### src/rtl/irq_ctrl_if.sv
// Register-window bus between the system bridge and the interrupt controller.
// The bridge drives address, strobe and write data; the controller returns read data.
interface irq_ctrl_if;
   logic [3:2]  ADD_I;
   logic        WE_I;
   logic [31:0] DAT_I;
   logic [31:0] DAT_O;

   modport master (output ADD_I, WE_I, DAT_I, input DAT_O);
   modport slave  (input ADD_I, WE_I, DAT_I, output DAT_O);
endinterface

### src/rtl/irq_ctrl.sv
// Interrupt controller: latches device IRQs into PENDING, masks and prioritises them,
// and walks the winner through request, acknowledge and end-of-interrupt.
module irq_ctrl #(
   parameter int N_SRC = 6
) (
   input  logic             CLK_I,
   input  logic             RST_I,
   irq_ctrl_if.slave        bus,
   input  logic [N_SRC-1:0] IRQ_SRC_I,
   input  logic             ACK_I,
   output logic             IRQ_O,
   output logic [4:0]       ISR_IDX_O
);

   typedef enum logic [1:0] {
      IDLE    = 2'b00,
      REQ     = 2'b01,
      SERVICE = 2'b10
   } state_t;

   localparam logic [1:0] A_MASK  = 2'd0;
   localparam logic [1:0] A_PEND  = 2'd1;
   localparam logic [1:0] A_CAUSE = 2'd2;
   localparam logic [1:0] A_EDGE  = 2'd3;

   state_t           state;
   state_t           state_nxt;
   logic [N_SRC-1:0] mask;
   logic [N_SRC-1:0] pending;
   logic [N_SRC-1:0] edge_mode;
   logic [N_SRC-1:0] prev;
   logic [N_SRC-1:0] sel;
   logic [N_SRC-1:0] win_oh;
   logic [N_SRC-1:0] set_vec;
   logic [N_SRC-1:0] w1c_vec;
   logic [N_SRC-1:0] ack_clr;
   logic [4:0]       isr_idx;
   logic [4:0]       win_idx;
   logic             irq_q;
   logic             wr_mask;
   logic             wr_pend;
   logic             wr_eoi;
   logic             wr_edge;
   logic             take;
   logic             in_service;
   logic             unused_dat;

   function automatic logic [31:0] zext(input logic [N_SRC-1:0] v);
      logic [31:0] r;
      r = '0;
      r[N_SRC-1:0] = v;
      return r;
   endfunction

   assign wr_mask = bus.WE_I && (bus.ADD_I == A_MASK);
   assign wr_pend = bus.WE_I && (bus.ADD_I == A_PEND);
   assign wr_eoi  = bus.WE_I && (bus.ADD_I == A_CAUSE);
   assign wr_edge = bus.WE_I && (bus.ADD_I == A_EDGE);

   // Write data above N_SRC has no storage; the reduction keeps every bit referenced.
   assign unused_dat = ^bus.DAT_I;

   assign sel    = pending & mask;
   assign win_oh = sel & (~sel + N_SRC'(1));

   always_comb begin
      win_idx = '0;
      for (int i = N_SRC - 1; i >= 0; i--) begin
         if (sel[i]) win_idx = 5'(i);
      end
   end

   // Level sources re-set every cycle they are high; edge sources only on a 0->1 step.
   assign set_vec = IRQ_SRC_I & (~edge_mode | ~prev);
   assign w1c_vec = wr_pend ? bus.DAT_I[N_SRC-1:0] : '0;
   assign ack_clr = take ? (win_oh & edge_mode) : '0;

   always_comb begin
      state_nxt = state;
      take      = 1'b0;
      case (state)
         IDLE: begin
            if (|sel) state_nxt = REQ;
         end
         REQ: begin
            if (!(|sel)) begin
               state_nxt = IDLE;
            end else if (ACK_I) begin
               state_nxt = SERVICE;
               take      = 1'b1;
            end
         end
         SERVICE: begin
            if (wr_eoi) state_nxt = IDLE;
         end
         default: state_nxt = IDLE;
      endcase
   end

   always_ff @(posedge CLK_I or posedge RST_I) begin
      if (RST_I) begin
         state <= IDLE;
      end else begin
         state <= state_nxt;
      end
   end

   always_ff @(posedge CLK_I or posedge RST_I) begin
      if (RST_I) begin
         mask      <= '0;
         pending   <= '0;
         edge_mode <= '0;
         prev      <= '0;
         isr_idx   <= '0;
         irq_q     <= 1'b0;
      end else begin
         if (wr_mask) mask <= bus.DAT_I[N_SRC-1:0];
         if (wr_edge) edge_mode <= bus.DAT_I[N_SRC-1:0];
         // A new set beats a same-cycle clear so no event is lost.
         pending <= (pending & ~(w1c_vec | ack_clr)) | set_vec;
         prev    <= IRQ_SRC_I;
         if (take) isr_idx <= win_idx;
         irq_q   <= (state_nxt == REQ);
      end
   end

   assign in_service = (state == SERVICE);

   always_comb begin
      bus.DAT_O = '0;
      case (bus.ADD_I)
         A_MASK:  bus.DAT_O = zext(mask);
         A_PEND:  bus.DAT_O = zext(pending);
         A_CAUSE: bus.DAT_O = {22'b0, state, in_service, 2'b0, isr_idx};
         A_EDGE:  bus.DAT_O = zext(edge_mode);
         default: bus.DAT_O = '0;
      endcase
   end

   assign IRQ_O     = irq_q;
   assign ISR_IDX_O = isr_idx;

endmodule

### src/flat_wrapper.sv
// flat-port wrapper written by rule: the top's interface ports become plain ports
module irq_ctrl_flat 
#(
   parameter int N_SRC = 6
)
  (CLK_I, RST_I, IRQ_SRC_I, ACK_I, IRQ_O, ISR_IDX_O, bus_ADD_I, bus_WE_I, bus_DAT_I, bus_DAT_O);
  irq_ctrl_if bus_i ();
  input  logic CLK_I;
  input  logic RST_I;
  input  logic [N_SRC-1:0] IRQ_SRC_I;
  input  logic ACK_I;
  output logic IRQ_O;
  output logic [4:0] ISR_IDX_O;
  input wire logic [$bits(bus_i.ADD_I)-1:0] bus_ADD_I;
  input wire logic [$bits(bus_i.WE_I)-1:0] bus_WE_I;
  input wire logic [$bits(bus_i.DAT_I)-1:0] bus_DAT_I;
  output wire logic [$bits(bus_i.DAT_O)-1:0] bus_DAT_O;
  assign bus_i.ADD_I = bus_ADD_I;
  assign bus_i.WE_I = bus_WE_I;
  assign bus_i.DAT_I = bus_DAT_I;
  assign bus_DAT_O = bus_i.DAT_O;
  irq_ctrl #(.N_SRC(N_SRC)) u_core (.CLK_I(CLK_I), .RST_I(RST_I), .bus(bus_i), .IRQ_SRC_I(IRQ_SRC_I), .ACK_I(ACK_I), .IRQ_O(IRQ_O), .ISR_IDX_O(ISR_IDX_O));
endmodule
### config.mk
export PLATFORM = sky130hd
export DESIGN_NAME = irq_ctrl_flat
export DESIGN_NICKNAME = d
export VERILOG_FILES = /design/src/rtl/irq_ctrl_if.sv /design/src/rtl/irq_ctrl.sv /design/src/flat_wrapper.sv
export SDC_FILE = /design/constraint.sdc
export NUM_CORES = 1
export LEC_CHECK = 0
export BUFFER_PORTS_ARGS = -buffer_cell sky130_fd_sc_hd__buf_2
export CORE_UTILIZATION = 25
export CTS_BUF_LIST = sky130_fd_sc_hd__clkbuf_8
export DETAILED_ROUTE_END_ITERATION = 8
export GPL_ROUTABILITY_DRIVEN = 0
export PLACE_DENSITY = 0.59
export SYNTH_ARGS = -nofsm -noshare
export SYNTH_HDL_FRONTEND = slang
export SYNTH_SLANG_ARGS = --single-unit
### constraint.sdc
create_clock -name CLK_I -period 1.6 [get_ports CLK_I]
set_input_delay 0.24 -clock CLK_I [delete_from_list [all_inputs] [get_ports CLK_I]]
set_output_delay 0.24 -clock CLK_I [all_outputs]
set_load 0.02 [all_outputs]
### After elaboration in Yosys (flattened, before gate mapping)

Cells that the tools add are included.

| storage, ports and cells | value |
|---|---|
| logic and storage cells | 50 |
| bits of input ports | 44 |
| bits in registers | 32 |
| output and inout bits | 38 |

| cells by class | value |
|---|---|
| multiplexer cells | 17 |
| equality and inequality tests | 6 |
| $add $sub $neg | 1 |
| reductions and logical operators | 7 |
| bitwise operators | 12 |

Operator list:

| operator | count |
|---|---|
| $pmux W32 S4 | 1 |
| $and A6 B6 Y6 | 5 |
| $not A6 Y6 | 4 |
| $mux W3 | 6 |
| $or A6 B6 Y6 | 3 |
| $mux W6 | 2 |
| $mux W2 | 4 |
| $add A6 B1 Y6 const B | 1 |
| $eq A2 B1 Y1 const B | 3 |
| $eq A2 B2 Y1 const B | 3 |
| $pmux W2 S3 | 1 |
| $reduce_or A6 Y1 | 1 |
| $logic_and A1 B1 Y1 | 4 |
| $logic_not A2 Y1 | 2 |
| $mux W1 | 3 |

### Depth between registers and ports, before layout

| logic depth | value |
|---|---|
| depth in word-level cells | 10 |
| mapped depth | 5 |

### Worst setup path before layout

Ideal clock, no wire load.

| timing path | value |
|---|---|
| path kind | reg-to-reg |
| from | register u_core.state[1] |
| to | register u_core.pending[2] |
| clock period less this slack | 1.364 ns |
| arrival time | 1.233 ns |
| slack | 0.236 ns |
| required time | 1.469 ns |
| library setup time | 0.131 ns |
| buffers on the path | 0 |
| stages on the path, launching flop included | 5 |
| cell sequence | dfrtp_1 > and3b_2 > and2_2 > a31oi_1 > or3_1 |

| between the ends | value |
|---|---|
| longest elaborated chain between the ends | 7 |

Ends and longest elaborated chain:

| what | RTL line | text |
|---|---|---|
| start: declaration | irq_ctrl.sv:26 | `state_t state;` |
| start signal: assignment | irq_ctrl.sv:104 | `state <= state_nxt;` |
| $eq A2 B1 Y1 | irq_ctrl.sv:81 | `case (state)` |
| $mux W1 | irq_ctrl.sv:81 |  |
| $mux W6 | irq_ctrl.sv:76 | `assign ack_clr = take ? (win_oh & edge_mode) : '0;` |
| $or A6 B6 Y6 | irq_ctrl.sv:120 | `pending <= (pending & ~(w1c_vec \| ack_clr)) \| set_vec;` |
| $not A6 Y6 | irq_ctrl.sv:120 |  |
| $and A6 B6 Y6 | irq_ctrl.sv:120 |  |
| $or A6 B6 Y6 | irq_ctrl.sv:120 |  |
| end signal: assignment | irq_ctrl.sv:120 |  |
| end: declaration | irq_ctrl.sv:29 | `logic [N_SRC-1:0] pending;` |

No other way between the ends.
A chain may end at the register's enable or synchronous reset.

### Worst setup path after layout

| timing path | value |
|---|---|
| from | register u_core.mask[2] |
| to | output port bus_DAT_O[2] |

| between the ends | value |
|---|---|
| longest elaborated chain between the ends | 1 |

Ends and longest elaborated chain:

| what | RTL line | text |
|---|---|---|
| start: declaration | irq_ctrl.sv:28 | `logic [N_SRC-1:0] mask;` |
| start signal: assignment | irq_ctrl.sv:117 | `if (wr_mask) mask <= bus.DAT_I[N_SRC-1:0];` |
| $pmux W32 S4 | irq_ctrl.sv:131 | `case (bus.ADD_I)` |
| end: declaration | flat_wrapper.sv:17 | `output wire logic [$bits(bus_i.DAT_O)-1:0] bus_DAT_O;` |

No other way between the ends. The select of a mux whose other input is x is not followed.

==> impl_results.md <==
* TritonCTS Buffers at 5
* Cell accounting for the most synthesized area: sky130_fd_sc_hd__dfrtp_1
* Most frequent cell on the critical path: sky130_fd_sc_hd__buf_6
* Combinational family with the most area after synthesis: multiplexers
* Fin Clk Skew at 4.95 ps
* Dpl cells at 262
* Layout cell share with drive strength beyond 1 at 38.3%
* Max cap viols at 0
* Flip-flop cell with the highest count after synthesis: sky130_fd_sc_hd__dfrtp_1
* Critical path's largest stage delay at 450 ps
* Count of different cell masters after synthesis at 34
* Initial DRC count at 31
* Clk_lat worst skew at 280 ps
* Cts-stage hold buffer count at 0
* Leading cell type in the layout, fill and taps excluded: sky130_fd_sc_hd__dfrtp_1
* DR vias at 1,211
* Synth warn at 0
* First-pass iteration count of the detailed router at 4
* Fraction of the mapped netlist area in compound gates at 11.7%
* Total inserted antenna cells at 0
* Number of fillers in the final layout at 633
* VDD IR max at 0.000665 V
* CP Cell Sequence: buf_6 > mux4_2 > buf_6
* Most frequent cells in the layout: sky130_fd_sc_hd__dfrtp_1, sky130_fd_sc_hd__buf_2, sky130_fd_sc_hd__conb_1
* Number of max-slew violations in the final report at 0
* Clock period minus final worst setup slack at 1630 ps
* Ports placed on the boundary at 82
* FF+latch area at 751 um^2
* Hold violation total from the final report at 0
* Req. time, crit path at 1360 ps
* Number of enable flip-flop cells after synthesis at 0
* Largest net degree at the start of global routing at 31
* Synthesis-to-layout area growth at 25.2%
* Final Non-Filler Cells at 276
* Number of global-route vias before repair at 1,148
* Synthesized-area fraction occupied by xor and xnor cells at 0%
* Fraction of synthesized area in multiplexers at 14.4%
* Layout Utilization at 33.3%
* Met1 global-route usage at 15.5%
* Area of the mapped netlist at 1620 um^2
* Ratio of routed vias to standard cells at 4.39
* Sequential-to-total area share from yosys stat at 46.4%
* Synthesized-area fraction occupied by adder cells at 0%
* WL/cell at 12.9 um
* Global-route wire length before repair at 5.64 mm
* Row count at 28
* Number of sinks handled by clock tree synthesis at 30
* Placed wire-length estimate after detailed placement at 2.63 mm
* Clock tree from TritonCTS: built
* Global-route track usage on met2 at 18.0%
* Total grt overflow at 0
* Data arrival at the endpoint of the critical path at 1390 ps
* Endpoints failing setup at 1
* Leakage power total at 0.972 nW
* Critical path launch point type: flop
* Total power divided by cell area at 1290 nW/um^2
* Port Buffers at 30
* Longest Clk Path Bufs at 2
* Vert. Die Dim at 82.5 um
* Initial antenna violation count at 0
* Root cell of the clock tree: sky130_fd_sc_hd__clkbuf_8
* Proportion of synthesized flip-flops having asynchronous set or reset at 100%
* Cells taking the most area after synthesis: sky130_fd_sc_hd__dfrtp_1, sky130_fd_sc_hd__buf_4, sky130_fd_sc_hd__mux2_2, sky130_fd_sc_hd__mux4_2, sky130_fd_sc_hd__nand2_1
* Final antenna-violating net count at 0
* Number of remaining DRC errors at 0
* Worst Setup Slack, final at -28.4 ps
* Number of instances in the synthesized netlist at 150
* Post-synthesis simple-gate area fraction at 14.0%
* Worst Path Class, Setup: reg2out
* Initial Util at 26.6%
* Core Box Area at 6100 um^2
* Violated checks: setup timing
* Average instance area after synthesis at 10.8 um^2
* Met3 usage at 3.52%
* Fraction of the cycle the final worst path needs at 102%
* Synthesis-stage register bit count at 30
* Yosys top cell area share at 46.4%
* Highest Clock Rate at 614 MHz
* Width of the die at 82.5 um
* Count of nets after finishing at 244
* Highest fanout seen on the critical path at 2
* Clk slew on worst S/H paths at 70 ps
* Critical path's slowest cell: sky130_fd_sc_hd__mux4_2
* Unrepaired setup endpoints after global routing: true
* Worst hold path class: in2async
* Total track usage at 11.8%
* Result of the run: finished, violations left
* Nature of the critical path endpoint: output pin
* Total number of H-tree levels at 2
* Final wirelength at 3.56 mm
* Footprint of the multi-input gates at 764 um^2
* Die footprint at 6800 um^2
* Global route hottest layer: met2
## worst max-delay path: cells and delay by family, from the launching register on
family / cells / cell delay [ps]
buf+inv: 2 / 270
flops: 1 / 390
mux: 1 / 450
## final cells by class
cell class                      count  area share [%]
Inverter                            4           0.741
Clock inverter                      3            1.98
Clock buffer                        5            3.40
Timing Repair Buffer               47            14.5
Sequential cell                    30            37.0
Multi-Input combinational cell    112            37.7
Tap cell                           75            4.63
## metal layers
metal	part of all wire (%)	up-vias
li1	-	586
met2	44	46
met4	2.1	0
met1	48	570
met3	5.9	9
met5	0	-
## sequential cells by signal, indices dropped and copies added (netlist names)
register / cells
u_core.edge_mode: 6
u_core.mask: 6
u_core.pending: 6
u_core.prev: 6
u_core.ISR_IDX_O: 3
u_core.state: 2
u_core.IRQ_O: 1
## repair_timing
item                       4_1_cts  5_1_grt
resized for setup                6        4
buffers inserted                 2        5
pin swaps                        0        5
setup endpoints to repair        2        9
## power breakdown
part           internal, mW  switching (mW)
clock network         0.457           0.282
logic                 0.399           0.446
registers             0.910           0.123
## per-stage QoR
stage / power, mW / hold slack (ps) / setup WS, ps / TNS (ps) / area, um^2
after CTS: 2.56 / 40.9 / -33.3 / -33.3 / 1970
after detailed placement: 1.78 / 343 / 94.4 / 0 / 1830
after global placement: 1.77 / 347 / 81.6 / 0 / 1830
after floorplan: 1.57 / 271 / 236 / 0 / 1710
after global routing: 2.80 / 57.5 / -77.7 / -126 / 2030
final: 2.62 / 24.4 / -28.4 / -28.4 / 2030
## cell usage after synthesis (2+ instances only)
cell / n
sky130_fd_sc_hd__a21o_1: 2
sky130_fd_sc_hd__a21oi_1: 3
sky130_fd_sc_hd__a22oi_1: 3
sky130_fd_sc_hd__a32o_1: 3
sky130_fd_sc_hd__a32oi_1: 2
sky130_fd_sc_hd__and2_1: 5
sky130_fd_sc_hd__and3b_1: 2
sky130_fd_sc_hd__buf_2: 2
sky130_fd_sc_hd__buf_4: 25
sky130_fd_sc_hd__dfrtp_1: 30
sky130_fd_sc_hd__inv_1: 4
sky130_fd_sc_hd__mux2_2: 12
sky130_fd_sc_hd__mux2i_1: 3
sky130_fd_sc_hd__mux4_2: 3
sky130_fd_sc_hd__nand2_1: 14
sky130_fd_sc_hd__nand3_1: 10
sky130_fd_sc_hd__nor2_1: 5
sky130_fd_sc_hd__o21ai_0: 6
## final timing paths
| path | end | cells after the start | slack (ps) | start |
|---|---|---|---|---|
| hold / removal | u_core.edge_mode[3] | 3 | 20 | RST_I |
| min in group CLK_I | u_core.prev[2] | 1 | 80 | IRQ_SRC_I[2] |
| hold reg to reg | u_core.pending[0] | 1 | 490 | u_core.edge_mode[0] |
| setup / recovery | bus_DAT_O[2] | 3 | -30 | u_core.mask[2] |
| setup reg to reg | u_core.pending[4] | 6 | 70 | u_core.mask[2] |
| max in group asynchronous | u_core.edge_mode[1] | 3 | 1300 | RST_I |
## cells by family after synthesis
family | Yosys count
simple gates | 43
buf+inv | 32
flops | 30
compound gates | 26
mux | 18
other cells | 1
No activity file was read; power rests on OpenSTA's default activity.
